`config.mk`:
```
export PLATFORM = sky130hd
export DESIGN_NAME = tap_read_arbiter
export DESIGN_NICKNAME = d
export VERILOG_FILES = /design/src/rtl/uart_pkg.sv /design/src/rtl/tap_read_arbiter.sv
export SDC_FILE = /design/constraint.sdc
export NUM_CORES = 1
export LEC_CHECK = 0
export ABC_AREA = 1
export BUFFER_PORTS_ARGS = -buffer_cell sky130_fd_sc_hd__buf_4
export CORE_MARGIN = 5
export CORE_UTILIZATION = 56
export CTS_CLUSTER_SIZE = 8
export DETAILED_ROUTE_END_ITERATION = 10
export PLACE_DENSITY_LB_ADDON = 0.12
export SKIP_CTS_REPAIR_TIMING = 1
export SYNTH_ARGS = -nofsm -noshare
export SYNTH_HDL_FRONTEND = slang
export SYNTH_SLANG_ARGS = --single-unit
```
`constraint.sdc`:
```
create_clock -name CLK_I -period 3.25 [get_ports CLK_I]
set_input_delay 0.975 -clock CLK_I [delete_from_list [all_inputs] [get_ports CLK_I]]
set_output_delay 0.975 -clock CLK_I [all_outputs]
set_load 0.01 [all_outputs]
```
`src/rtl/uart_pkg.sv`:
```
// rtl/uart_pkg.sv - TAP register addresses and read arbiter state type
package uart_pkg;

   localparam int IRLENGTH = 5;

   localparam logic [IRLENGTH-1:0] ADDR_NOP     = 5'h00;
   localparam logic [IRLENGTH-1:0] ADDR_IDCODE  = 5'h01;
   localparam logic [IRLENGTH-1:0] ADDR_STB0_CS = 5'h04;
   localparam logic [IRLENGTH-1:0] ADDR_STB0_D  = 5'h05;
   localparam logic [IRLENGTH-1:0] ADDR_STB1_CS = 5'h06;
   localparam logic [IRLENGTH-1:0] ADDR_STB1_D  = 5'h07;
   localparam logic [IRLENGTH-1:0] ADDR_DTMCS   = 5'h10;
   localparam logic [IRLENGTH-1:0] ADDR_DMI     = 5'h11;
   localparam logic [IRLENGTH-1:0] ADDR_BYPASS  = 5'h1F;

   typedef enum logic [1:0] {
      ST_IDLE,
      ST_READ,
      ST_HEADER,
      ST_DATA
   } arb_state_t;

endpackage

```
`src/rtl/tap_read_arbiter.sv`:
```
// rtl/tap_read_arbiter.sv - arbitrates host/autonomous register reads and streams result to UART
module tap_read_arbiter
   import uart_pkg::*;
#(
   parameter int READ_WIDTH     = 41,
   parameter int TIMEOUT_CYCLES = 255
) (
   input  logic                  CLK_I,
   input  logic                  RST_I,
   input  logic                  HOST_REQ_I,
   input  logic [IRLENGTH-1:0]   HOST_ADDR_I,
   output logic                  HOST_ACK_O,
   input  logic                  AUTO_EN_I,
   input  logic [IRLENGTH-1:0]   VALID_ADDRESS_I,
   output logic [IRLENGTH-1:0]   READ_ADDRESS_O,
   output logic                  READ_READY_O,
   input  logic                  READ_VALID_I,
   input  logic [READ_WIDTH-1:0] READ_DATA_I,
   output logic [7:0]            TX_DATA_O,
   output logic                  TX_VALID_O,
   input  logic                  TX_READY_I,
   output logic                  BUSY_O
);

   localparam int NBYTES = (READ_WIDTH + 7) / 8;
   localparam int IDX_W  = (NBYTES > 1) ? $clog2(NBYTES) : 1;
   localparam int CNT_W  = $clog2(TIMEOUT_CYCLES + 1);
   localparam logic [CNT_W-1:0] CNT_LAST = CNT_W'(TIMEOUT_CYCLES - 1);
   localparam logic [IDX_W-1:0] IDX_LAST = IDX_W'(NBYTES - 1);

   arb_state_t          state;
   logic [IRLENGTH-1:0] addr;
   logic                err;
   logic [CNT_W-1:0]    cnt;
   logic [IDX_W-1:0]    idx;
   logic [7:0]          data_bytes [NBYTES];
   logic [NBYTES*8-1:0] rd_pad;

   // zero-extend the read word to whole bytes so the last byte is padded
   always_comb begin
      rd_pad = '0;
      rd_pad[READ_WIDTH-1:0] = READ_DATA_I;
   end

   assign BUSY_O = (state != ST_IDLE);

   // arbitration, read handshake with timeout, and header/data byte streaming
   always_ff @(posedge CLK_I or posedge RST_I) begin
      if (RST_I) begin
         state          <= ST_IDLE;
         addr           <= ADDR_NOP;
         err            <= 1'b0;
         cnt            <= '0;
         idx            <= '0;
         HOST_ACK_O     <= 1'b0;
         READ_ADDRESS_O <= ADDR_NOP;
         READ_READY_O   <= 1'b0;
         TX_DATA_O      <= 8'h00;
         TX_VALID_O     <= 1'b0;
         for (int i = 0; i < NBYTES; i++) data_bytes[i] <= 8'h00;
      end else begin
         HOST_ACK_O <= 1'b0;
         case (state)
            ST_IDLE: begin
               // host always wins over a simultaneous autonomous request
               if (HOST_REQ_I) begin
                  addr           <= HOST_ADDR_I;
                  HOST_ACK_O     <= 1'b1;
                  READ_ADDRESS_O <= HOST_ADDR_I;
                  READ_READY_O   <= 1'b1;
                  cnt            <= '0;
                  state          <= ST_READ;
               end else if (AUTO_EN_I && (VALID_ADDRESS_I != ADDR_NOP)) begin
                  addr           <= VALID_ADDRESS_I;
                  READ_ADDRESS_O <= VALID_ADDRESS_I;
                  READ_READY_O   <= 1'b1;
                  cnt            <= '0;
                  state          <= ST_READ;
               end
            end
            ST_READ: begin
               cnt <= cnt + 1'b1;
               if (READ_VALID_I) begin
                  for (int i = 0; i < NBYTES; i++) data_bytes[i] <= rd_pad[8*i +: 8];
                  err            <= 1'b0;
                  READ_READY_O   <= 1'b0;
                  READ_ADDRESS_O <= ADDR_NOP;
                  TX_DATA_O      <= {1'b0, 2'b00, addr};
                  TX_VALID_O     <= 1'b1;
                  state          <= ST_HEADER;
               end else if (cnt == CNT_LAST) begin
                  // abandoned read: report error with an all-zero payload
                  for (int i = 0; i < NBYTES; i++) data_bytes[i] <= 8'h00;
                  err            <= 1'b1;
                  READ_READY_O   <= 1'b0;
                  READ_ADDRESS_O <= ADDR_NOP;
                  TX_DATA_O      <= {1'b1, 2'b00, addr};
                  TX_VALID_O     <= 1'b1;
                  state          <= ST_HEADER;
               end
            end
            ST_HEADER: begin
               if (TX_READY_I) begin
                  idx       <= '0;
                  TX_DATA_O <= data_bytes[0];
                  state     <= ST_DATA;
               end
            end
            ST_DATA: begin
               if (TX_READY_I) begin
                  if (idx == IDX_LAST) begin
                     TX_VALID_O <= 1'b0;
                     TX_DATA_O  <= 8'h00;
                     idx        <= '0;
                     state      <= ST_IDLE;
                  end else begin
                     idx       <= idx + 1'b1;
                     TX_DATA_O <= data_bytes[idx + 1'b1];
                  end
               end
            end
            default: state <= ST_IDLE;
         endcase
      end
   end

endmodule

```
==> impl_metrics.json <==
{
  "netlist_top_cells_area": "dfrtp_1, nand2_1, nand3_1, inv_1, nor2_1",
  "fin_tns_setup_ns": 0,
  "syn2layout_area_growth_pct": 19.9,
  "drt_wl_total_mm": 9.45,
  "first_pass_iters": 4,
  "critPathArrivalTime_ns": 1.50,
  "grt_pass1_vias": 3640,
  "num_rows": 31,
  "drive_gt1_share_pct": 20.3,
  "cp_num_cells": 4,
  "cap_violations": 0,
  "cts_buffers": 9,
  "ir_drop_uv": 411,
  "slew_violations": 0,
  "worstSetupPathType": "register to primary output",
  "route.vias.total": 3613,
  "clock-sinks": 75,
  "wl_per_cell_um": 13.3,
  "chipHeight_um": 94.9,
  "cp-start-kind": "register",
  "final-hold-violation-count": 0,
  "rrSetupSlack_ns": 1.12,
  "fmax_ghz": 0.403,
  "cts-htree-levels": 3,
  "dp_hpwl_mm": 7.18,
  "yosys.cell_types.count": 31,
  "rsz0062_at_grt": "no",
  "antenna_found_initial": 0,
  "vias_per_cell": 5.10,
  "skew_ns": 0.00735,
  "cts_buffer_depth": 2,
  "cts_tree": "yes",
  "netlist_area_um2": 4040,
  "grt_pass1_wl_mm": 16.2,
  "reg2reg_depth": 9,
  "fp.coreArea_um2": 7140,
  "cpPeakStageDelay_ns": 0.42,
  "yosysTopAreaCellShare_pct": 46.5,
  "cts-root-buf": "clkbuf_8",
  "grt.total_usage_pct": 22.9,
  "synthCells": 537,
  "crit_chain": "inv_1 -> ha_1 -> inv_1 -> buf_4",
  "yosysSeqAreaShare_pct": 46.5,
  "avgSynthCellArea_um2": 7.52,
  "finalPower_uw": 4530,
  "crit_path_end_kind": "primary output",
  "port_buffers": 73,
  "drc": 0,
  "finalSetupViolCount": 0,
  "status": "completed",
  "crit_buf_inv": 3,
  "crit_slowest_cell": "dfrtp_1",
  "cp_max_fo": 6,
  "ys_warn_count": 0,
  "syn-num-nets": 602,
  "drt_iter0_markers": 142,
  "critPathRequiredTime_ns": 2.27,
  "multi_input_area_um2": 1840,
  "die_w_um": 94.9,
  "path_common_cell": "inv_1",
  "relSlewSlack_pct": 56.4,
  "fp.dieArea_um2": 9010,
  "ant_nets": 0,
  "ios": 74,
  "overflow": 0,
  "p_per_area_nw_per_um2": 934,
  "clkTransAtPathRegs_ns": 0.08,
  "cp_top_family": "flip-flops",
  "holdPathStages": 2,
  "grt_max_degree": 44,
  "fin_crit_sh_pct": 76.3,
  "fillCellCount": 660,
  "post-route-min-period_ns": 2.48,
  "initial_core_util_pct": 56.6,
  "num_antenna_cells": 0,
  "worst_pin_slew_ns": 0.655,
  "hold_path_class": "register to register",
  "ff_latch_area_um2": 1880,
  "synth_largest_area_cell": "dfrtp_1",
  "p_leak_uw": 0.00266,
  "synth-seq-cells": 75,
  "gp_congestion": 0.963,
  "nNetsFinal": 670,
  "clock_latency_ns": 0.35
}
==> kinds of logic after synthesis <==
group,after synthesis,share of synthesized area [%]
simple gates,348,37.0
fa+ha+maj,8,2.48
compound gates,30,4.99
xor+xnor,4,0.867
flops,75,46.5
buf+inv,72,8.18
==> cells in the mapped netlist <==
master,count
nand3_2,1
or2_0,1
nand2_1,226
o21ai_1,3
buf_2,3
a21oi_2,5
nand3_1,74
o22ai_1,7
inv_4,1
nand2_2,4
nor3_1,1
nor2_1,32
xor2_1,4
ha_1,8
clkbuf_1,9
nor2_4,2
inv_1,44
o21ai_0,9
nand3_4,2
dfrtp_1,75
inv_2,5
or2_4,1
buf_4,3
a21oi_1,1
nand2_4,4
clkinv_4,1
clkinv_1,1
o21ai_4,1
buf_6,5
a22oi_1,2
o21ai_2,2
==> worst paths after layout <==
path | from | to
worst max-delay path | state[0] | BUSY_O
worst min-delay path | data_bytes[27] | data_bytes[27]
worst max register to register | idx[0] | TX_DATA_O[0]
worst min register to register | data_bytes[27] | data_bytes[27]
max in group asynchronous | RST_I | data_bytes[24]
min in group asynchronous | RST_I | cnt[6]
==> sequential cells by signal (all words and copies together), names as in the netlist <==
| signal | flops |
|---|---|
| data_bytes | 41 |
| TX_DATA_O | 8 |
| cnt | 8 |
| READ_ADDRESS_O | 5 |
| addr | 5 |
| idx | 3 |
| state | 2 |
| HOST_ACK_O | 1 |
| READ_READY_O | 1 |
| TX_VALID_O | 1 |
==> metrics by stage <==
step | setup WS, ns | instances | cell area [um^2] | hold WS, ns | util, %
2_1_floorplan | 0.365 | 537 | 4040 | 0.442 | -
3_5_place_dp | 1.11 | 693 | 4620 | 0.460 | 64.7
5_1_grt | 0.660 | 709 | 4840 | 0.495 | 67.9
3_3_place_gp | 1.12 | 693 | 4620 | 0.458 | 64.7
6_report | 0.770 | 709 | 4840 | 0.471 | 67.9
4_1_cts | 0.761 | 709 | 4840 | 0.477 | 67.9
==> worst register-to-register path, cell delays in order, from the launching register on <==
cell,delay (ns)
dfrtp_1,0.63
ha_1,0.60
clkinv_1,0.30
nor2_1,0.18
nand2_1,0.06
nand2_1,0.07
nor2_1,0.04
nor2_1,0.08
nor2_1,0.04
nor2_1,0.07
==> layout by cell type (no fill, tap or decap) <==
cell type    n
clkinv_2     3
nor3_1       1
or2_0        1
inv_1       43
ha_2         1
bufinv_16    2
xor2_1       4
clkinv_4     1
nand2_1    226
o21ai_4      1
buf_4       77
clkinv_1     1
a22oi_1      2
or2_4        1
inv_2        6
nand2_4      4
nand3_1     74
nand3_4      2
nor2_4       2
nand2_2      4
o21ai_1      3
nand3_2      1
clkbuf_8    11
dfrtp_1     75
inv_4        1
ha_1         7
nor2_1      32
a21oi_2      5
a21oi_1      1
o22ai_1      7
o21ai_0      9
o21ai_2      2
==> cell type report <==
| type | instances | share of cell area [%] |
|---|---|---|
| clock buffer | 11 | 3.13 |
| clock inverter | 5 | 1.55 |
| inverter | 52 | 4.18 |
| multi-input combinational | 390 | 37.9 |
| sequential | 75 | 38.7 |
| tap | 99 | 2.56 |
| timing repair buffer | 77 | 11.9 |
==> routing by layer <==
layer	part of all wire [%]	global-route usage (%)	vias up
met2	49	39.2	108
met1	42	27.9	1662
li1	-	-	1813
met5	0	0	-
met3	5.3	3.75	30
met4	3.2	11.7	0
==> power breakdown <==
group / internal [uW] / leakage [uW] / total [uW] / switching [uW]
combinational: 764 / 0.00159 / 2110 / 1350
clock: 470 / 0.000119 / 804 / 334
sequential: 1330 / 0.000950 / 1610 / 277
Note: power is estimated with default switching activity, not from simulation.
